$ cat src/rtl/cdb_arbiter_pkg.sv
// Shared result-bus types and sizing for the common data bus arbiter.
package cdb_arbiter_pkg;

    localparam int CDB_SIZE          = 5;
    localparam int CDB_ARB_BUF_DEPTH = 2;
    localparam int ROB_IDX_W         = 5;

    typedef enum logic [2:0] {
        CDB_ALU = 3'd0,
        CDB_MUL = 3'd1,
        CDB_DIV = 3'd2,
        CDB_LS  = 3'd3,
        CDB_BR  = 3'd4
    } CDB_ind_t;

    typedef struct packed {
        logic                 valid;
        logic [ROB_IDX_W-1:0] ROB_entry;
        logic [31:0]          rd_data;
    } CDB_t;

endpackage

$ cat src/rtl/cdb_src_fifo.sv
// Per-source result buffer: circular buffer with head/tail pointers and an
// occupancy count; clr empties it in one edge.
module cdb_src_fifo #(
    parameter int WIDTH = 8,
    parameter int DEPTH = 2
) (
    input  logic                         clk,
    input  logic                         rst_n,
    input  logic                         clr,
    input  logic                         push,
    input  logic [WIDTH-1:0]             din,
    input  logic                         pop,
    output logic [WIDTH-1:0]             dout,
    output logic [$clog2(DEPTH+1)-1:0]   count
);

    localparam int PW = (DEPTH > 1) ? $clog2(DEPTH) : 1;
    localparam int CW = $clog2(DEPTH + 1);

    logic [WIDTH-1:0] mem [DEPTH];
    logic [PW-1:0]    head;
    logic [PW-1:0]    tail;

    function automatic logic [PW-1:0] ptr_next(input logic [PW-1:0] p);
        return (p == PW'(DEPTH - 1)) ? '0 : p + 1'b1;
    endfunction

    always_ff @(posedge clk or negedge rst_n) begin
        if (!rst_n) begin
            head  <= '0;
            tail  <= '0;
            count <= '0;
        end else if (clr) begin
            head  <= '0;
            tail  <= '0;
            count <= '0;
        end else begin
            if (push) tail <= ptr_next(tail);
            if (pop)  head <= ptr_next(head);
            case ({push, pop})
                2'b10:   count <= count + 1'b1;
                2'b01:   count <= count - 1'b1;
                default: ;
            endcase
        end
    end

    // Storage needs no reset; count gates every read.
    always_ff @(posedge clk) begin
        if (push && !clr) mem[tail] <= din;
    end

    assign dout = mem[head];

    a_no_overflow: assert property (@(posedge clk) disable iff (!rst_n)
        clr || !(push && !pop && count == CW'(DEPTH)));
    a_no_underflow: assert property (@(posedge clk) disable iff (!rst_n)
        clr || !(pop && count == '0));

endmodule

$ cat src/rtl/cdb_arbiter.sv
// Round-robin arbiter putting at most one functional-unit result per cycle on
// the common data bus; each unit has a small FIFO, empty FIFOs are bypassed.
module cdb_arbiter
    import cdb_arbiter_pkg::*;
#(
    parameter int NUM_SRC   = CDB_SIZE,
    parameter int BUF_DEPTH = CDB_ARB_BUF_DEPTH
) (
    input  logic                  clk,
    input  logic                  rst_n,
    input  logic                  flush,
    input  logic [NUM_SRC-1:0]    fu_valid,
    input  CDB_t [NUM_SRC-1:0]    fu_pkt,
    output logic [NUM_SRC-1:0]    fu_ready,
    output CDB_t                  cdb_out
);

    localparam int PTR_W = (NUM_SRC > 1) ? $clog2(NUM_SRC) : 1;
    localparam int CNT_W = $clog2(BUF_DEPTH + 1);
    localparam int PKT_W = $bits(CDB_t);

    logic [CNT_W-1:0]   count [NUM_SRC];
    CDB_t               head [NUM_SRC];
    CDB_t               cand_pkt [NUM_SRC];
    logic [NUM_SRC-1:0] has_head;
    logic [NUM_SRC-1:0] xfer;
    logic [NUM_SRC-1:0] cand;
    logic [NUM_SRC-1:0] push;
    logic [NUM_SRC-1:0] pop;
    logic [PTR_W-1:0]   rr_ptr;
    logic [PTR_W-1:0]   gnt_idx;
    logic               gnt_found;
    logic [PTR_W:0]     idx;
    CDB_t               gnt_pkt;

    for (genvar i = 0; i < NUM_SRC; i++) begin : g_src
        // Ready depends only on stored occupancy, never on this cycle's grant.
        assign fu_ready[i] = rst_n && (count[i] < CNT_W'(BUF_DEPTH));
        assign has_head[i] = (count[i] != '0);
        assign xfer[i]     = fu_valid[i] && fu_ready[i];
        assign cand[i]     = has_head[i] || xfer[i];
        assign cand_pkt[i] = has_head[i] ? head[i] : fu_pkt[i];
        assign pop[i]      = gnt_found && (gnt_idx == PTR_W'(i)) && has_head[i];
        assign push[i]     = xfer[i] && !(gnt_found && (gnt_idx == PTR_W'(i)) && !has_head[i]);

        cdb_src_fifo #(
            .WIDTH (PKT_W),
            .DEPTH (BUF_DEPTH)
        ) u_fifo (
            .clk   (clk),
            .rst_n (rst_n),
            .clr   (flush),
            .push  (push[i]),
            .din   (fu_pkt[i]),
            .pop   (pop[i]),
            .dout  (head[i]),
            .count (count[i])
        );
    end

    always_comb begin
        gnt_found = 1'b0;
        gnt_idx   = '0;
        idx       = '0;
        for (int k = 0; k < NUM_SRC; k++) begin
            idx = {1'b0, rr_ptr} + (PTR_W+1)'(k);
            if (idx >= (PTR_W+1)'(NUM_SRC)) idx = idx - (PTR_W+1)'(NUM_SRC);
            if (!gnt_found && cand[idx]) begin
                gnt_found = 1'b1;
                gnt_idx   = idx[PTR_W-1:0];
            end
        end
        gnt_pkt       = cand_pkt[gnt_idx];
        gnt_pkt.valid = 1'b1;
    end

    always_ff @(posedge clk or negedge rst_n) begin
        if (!rst_n) begin
            rr_ptr  <= '0;
            cdb_out <= '0;
        end else if (flush) begin
            cdb_out.valid <= 1'b0;
        end else if (gnt_found) begin
            cdb_out <= gnt_pkt;
            rr_ptr  <= (gnt_idx == PTR_W'(NUM_SRC - 1)) ? '0 : gnt_idx + 1'b1;
        end else begin
            cdb_out.valid <= 1'b0;
        end
    end

endmodule

$ cat config.mk
export PLATFORM = sky130hd
export DESIGN_NAME = cdb_arbiter
export DESIGN_NICKNAME = d
export VERILOG_FILES = /design/src/rtl/cdb_arbiter_pkg.sv /design/src/rtl/cdb_src_fifo.sv /design/src/rtl/cdb_arbiter.sv
export SDC_FILE = /design/constraint.sdc
export NUM_CORES = 1
export LEC_CHECK = 0
export ABC_AREA = 1
export CORE_MARGIN = 2
export CORE_UTILIZATION = 60
export CTS_BUF_LIST = sky130_fd_sc_hd__clkbuf_8 sky130_fd_sc_hd__clkbuf_16
export DETAILED_ROUTE_END_ITERATION = 8
export PLACE_DENSITY = 0.88
export SLEW_MARGIN = 0
export SYNTH_ARGS = -nofsm -noshare
export SYNTH_HDL_FRONTEND = slang
export SYNTH_SLANG_ARGS = --single-unit
export TNS_END_PERCENT = 50
$ cat constraint.sdc
create_clock -name clk -period 14.8 [get_ports clk]
set_clock_uncertainty 0.2 [all_clocks]
set_input_delay 1.48 -clock clk [delete_from_list [all_inputs] [get_ports clk]]
set_output_delay 1.48 -clock clk [all_outputs]
set_load 0.005 [all_outputs]
==> flow_summary.yaml, run 1 <==
run_status:
  status: "complete, no violations"
clock_network:
  cts_resized: 0
  cts_sinks: 431
  htreeDepth: 2
  clk_path_buf_depth: 3
  cts_hold_buf: 0
  cts_tree: "done"
  clk_pin_slew_worst_paths_ns: 0.06
  cts_buffers: 43
  clk_latency_ns: 0.56
  root_buffer: "clkbuf_16"
  post_cts_buffers: 0
routing:
  vias_per_cell: 6.02
  drc: 0
  wire_per_inst_um: 20.9
  routedLengthMet1_um: 21100
  ant_nets: 0
  dr.max_layer_used: "met5"
  drtIter0Drc: 1749
  dr_wl_met3_um: 6390
  wirelength_um: 56900
  drtPass1Iterations: 7
  wl_met2_um: 26700
  vias: 16400
cells_and_area:
  area_growth_pct: 19.6
  fill_cells: 2203
  drive_gt1_frac: 0.0871
  layout_common_cells: "nand2_1, edfxtp_1, clkdlybuf4s50_1, nand3_1, nor2_1"
  finalNetCount: 2438
  layout_commonest_cell: "nand2_1"
  multiInputGateArea_um2: 6820
  regArea_um2: 12600
timing:
  final.setup.tns_ns: 0
  fin_crit_ns: 6.54
  grt_setup_unrepaired: "no"
  slew_viol_final: 0
  setup_viol: 0
  fin_crit_sh: 0.442
  fmax_mhz: 153
  hold_viol: 0
  slew_headroom: 0.204
  tightest_slew_ns: 1.19
synth:
  synthArstFlopShare: 0.142
  synth_cells: 2041
  ys_warn_count: 0
  yosysUniqueCellTypes: 39
  yosys-top-cells-area: "edfxtp_1, nand2_1, dfrtp_1"
  synth_seq_cells: 431
  yosysSeqAreaShare: 0.627
  synth_ff_type: "edfxtp_1"
  synth_top_area_frac: 0.551
  yosysTopAreaCell: "edfxtp_1"
  syn_area_per_cell_um2: 9.88
  syn_nets: 2252
  synth-edff-count: 370
  synth_area_um2: 20200
die:
  die_w_um: 187
  num_io_pins: 241
  die_area_um2: 35100
  core_area_um2: 33300
  die_h_um: 187
  row_count: 67
  initial_utilization: 0.606
hold_path:
  min_path_cells: 1
  min-delay-path-class: "flip-flop to flip-flop"
global_routing:
  antenna_found_initial: 16
  grt.total_usage: 0.316
  grt_first_pass_wirelength_um: 85600
  grt_max_degree: 78
  grt_pass1_vias: 15500
  grt_overflow: 0
placement:
  dp_hpwl_um: 36900
  place.gp.congestion: 0.887
  io_buffers: 235
worst_setup_path:
  startpoint_type: "primary input"
  cp_max_fo: 66
  cp.arrival_ns: 6.57
  critPathCaptureType: "flip-flop"
  required_ns: 14.83
  critical_path_class: "primary input to flip-flop"
  rr_worst_depth: 22
job:
  maxCapViolCount: 0
[per-stage QoR]
stage	setup WS, ns	hold WS (ns)	instances	utilization	instance area, um2
after detailed placement	7.77	0.302	2630	0.684	22700
after floorplan	8.74	0.258	2041	-	20200
final	8.26	0.314	2723	0.724	24100
after global routing	7.81	0.339	2718	0.724	24100
after CTS	8.31	0.316	2709	0.723	24100
after global placement	7.84	0.291	2630	0.684	22700
[worst max-delay path, stage by stage]
cell	delay [ns]
buf_2	0.08
buf_4	0.68
nand3_1	0.35
nand2_2	0.25
nand2_1	0.07
nand2_1	0.09
nand2_1	0.05
nand2_1	0.06
nand2_1	0.05
nand2_2	0.09
nand2_2	0.08
nand2_1	0.06
nand2_1	0.08
nand3_1	0.11
nand2_1	0.09
nand2_1	0.07
buf_4	0.43
inv_2	0.44
ha_1	0.34
nand2_1	0.14
o21ai_0	0.15
inv_1	0.11
nand2_1	0.08
nor2_2	0.60
buf_4	0.44
[layout make-up]
cell class | count | area share
sequential | 431 | 0.524
multi-input combinational | 1432 | 0.283
timing repair buffer | 254 | 0.103
clock buffer | 48 | 0.0475
tap | 448 | 0.0233
inverter | 65 | 0.0101
clock inverter | 31 | 0.00722
antenna | 14 | 0.00145
[flip-flops by register name, indices dropped and copies added, names as in the netlist]
name	flops
g_src.u_fifo.mem	370
cdb_out	38
rr_ptr	3
g_src.u_fifo.count	10
g_src.u_fifo.tail	5
g_src.u_fifo.head	5
[final timing paths]
check                                     start                         end  slack [ns]
max                                       rst_n  g_src[3].u_fifo.mem[0][23]        8.26
min                        g_src[3].u_fifo.tail        g_src[3].u_fifo.tail        0.31
max reg2reg                           rr_ptr[0]  g_src[3].u_fifo.mem[0][23]        8.32
min reg2reg                g_src[3].u_fifo.tail        g_src[3].u_fifo.tail        0.31
max in group asynchronous                 rst_n                 cdb_out[16]       12.86
min in group asynchronous                 rst_n                 cdb_out[37]        0.95
[logic make-up after synthesis]
logic type	after synthesis	synth area share
AOI/OAI and AO/OA	274	0.0760
xor gates and xnor gates	3	0.00205
adders and majority gates	13	0.00844
buffers and inverters	178	0.0381
DFF	431	0.627
muxes	36	0.0201
and+or+nand+nor	1106	0.228
[layer usage]
metal,GRT usage,vias to the layer above
li1,-,7404
met5,0,-
met2,0.506,1044
met4,0.144,6
met3,0.0743,154
met1,0.414,7780
[cells in the mapped netlist (6+ instances only)]
cell type / count
nand2_2: 21
a21oi_1: 78
buf_2: 17
inv_1: 49
o21ai_0: 95
edfxtp_1: 370
nand4_1: 13
clkbuf_1: 71
a31oi_1: 74
mux2_2: 36
a21oi_2: 10
nand3_2: 6
nand2_1: 718
dfrtp_1: 61
nand3_1: 194
o21ai_1: 7
inv_2: 16
ha_1: 12
buf_6: 9
nor2_1: 139
buf_1: 13
Power of run 1 is left out: the tool's default activity adds up to more than one toggle a clock period on the data nets, which glitch-free logic cannot reach.
==> run 2, diff against run 1 <==
CORE_UTILIZATION = 56   (was 60)
PLACE_DENSITY = 0.83   (was 0.88)
clock period = 6.3 ns   (was 14.8 ns; I/O delays follow)
==> flow_summary.yaml, run 2 (synthesis results as in run 1) <==
run_status:
  status: "complete, no violations"
cells_and_area:
  layout_common_cells: "nand2_1, edfxtp_1, clkdlybuf4s50_1, nand3_1, nor2_1"
  area_growth_pct: 20.4
  fill_cells: 2616
  multiInputGateArea_um2: 6820
  design_area_um2: 24300
  layout_commonest_cell: "nand2_1"
  top_register: "g_src.u_fifo.mem"
  drive_gt1_frac: 0.0923
  largestRegisters: "g_src.u_fifo.mem: 370 flops, cdb_out: 38 flops, g_src.u_fifo.count: 10 flops"
  largest_reg_flops: 370
  utilization: 0.684
  regArea_um2: 12600
  finalNetCount: 2451
clock_network:
  post_cts_buffers: 0
  root_buffer: "clkbuf_16"
  clk_path_buf_depth: 3
  clk_latency_ns: 0.56
  cts_buffers: 44
  clk_pin_slew_worst_paths_ns: 0.06
  cts_tree: "done"
  htreeDepth: 2
  cts_sinks: 431
die:
  core_area_um2: 35500
  die_h_um: 194
  num_io_pins: 241
  row_count: 69
  die_w_um: 194
  initial_utilization: 0.568
  die_area_um2: 37500
hold_path:
  min-delay-path-class: "flip-flop to flip-flop"
  hold_end: "cdb_out[33]"
  min_from: "cdb_out[33]"
  min_path_cells: 2
routing:
  ant_nets: 0
  wirelength_um: 56500
  wire_per_inst_um: 20.6
  drtPass1Iterations: 5
  vias_per_cell: 5.85
  drc: 0
  vias: 16100
  drtIter0Drc: 1686
worst_setup_path:
  cp_max_fo: 39
  rr_worst_depth: 22
  cp.arrival_ns: 5.12
  critPathCaptureType: "flip-flop"
  r2r_end: "g_src[3].u_fifo.mem[0][11]"
  cp-startpoint: "rr_ptr[1]"
  r2r_slack_ns: 1.17
  startpoint_type: "flip-flop"
  critical_path_class: "flip-flop to flip-flop"
  required_ns: 6.29
  r2r-start: "rr_ptr[1]"
global_routing:
  grt.total_usage: 0.297
  antenna_found_initial: 12
  grt_overflow: 0
  grt_first_pass_wirelength_um: 86700
  grt_max_degree: 78
  grt_pass1_vias: 15300
timing:
  fin_crit_sh: 0.815
  slew_viol_final: 0
  final.setup.tns_ns: 0
  setup_viol: 0
  grt_setup_unrepaired: "no"
  hold_viol: 0
  tightest_slew_ns: 1.15
  fmax_mhz: 195
  fin_crit_ns: 5.13
  slew_headroom: 0.229
  whs_ns: 0.319
job:
  maxCapViolCount: 0
placement:
  io_buffers: 235
  placed_cell_area_um2: 22800
  dp_hpwl_um: 37300
  place.gp.congestion: 0.845
==> run 2: cell count changes in the layout (fill, tap and decap cells not counted), sizes merged <==
cell,delta
buf,+11
bufinv,+2
clkinv,+2
diode,-5
dlygate4sd3,+1
inv,-1
==> run 2: metrics by stage <==
stage,std cells,worst slack [ns]
after floorplan,2041,0.465
after global placement,2654,1.28
after detailed placement,2654,1.18
after CTS,2737,1.19
after global routing,2744,0.770
final,2746,1.17
==> run 2: layout make-up <==
type | instances | share of cell area
antenna | 9 | 0.000928
clock buffer | 48 | 0.0486
clock inverter | 34 | 0.00861
inverter | 65 | 0.0101
multi-input combinational | 1432 | 0.281
sequential | 431 | 0.521
tap | 461 | 0.0238
timing repair buffer | 266 | 0.106
==> run 2: critical path, stage by stage (launching register included) <==
cell      delay (ns)
dfrtp_1         0.55
inv_1           0.25
ha_1            0.28
ha_1            0.43
inv_1           0.12
a22oi_1         0.33
inv_1           0.12
nand3_2         0.11
nand2_2         0.07
nand2_2         0.10
nor2_1          0.06
nor2_2          0.16
nand2_1         0.08
nand3b_4        0.15
buf_4           0.27
ha_1            0.27
ha_1            0.17
nand2_1         0.14
o21ai_0         0.15
inv_1           0.10
nand2_1         0.08
nor2_2          0.12
buf_4           0.45
==> run 2: worst max path at each step <==
stage / end / slack [ns] / depth (start not counted)
CTS: g_src[3].u_fifo.mem[0][5] / 1.19 / 22
global route: g_src[3].u_fifo.mem[0][14] / 0.77 / 21
finish: g_src[3].u_fifo.mem[0][11] / 1.17 / 22
global placement: g_src[3].u_fifo.mem[0][20] / 1.28 / 22
floorplan: g_src[0].u_fifo.mem[1][0] / 0.46 / 21
detailed placement: g_src[3].u_fifo.mem[0][17] / 1.18 / 22
==> run 2: repair_timing <==
action                    CTS  global route
gates resized for setup     0             0
hold buffers                1             0
hold endpoints to repair   22             0
==> run 2: routing by layer <==
layer,routed length [um],global-route usage
met1,22600,0.420
met2,26100,0.454
met3,5380,0.0525
met4,2400,0.130
met5,10,0
Power of run 2 is left out for the same reason.
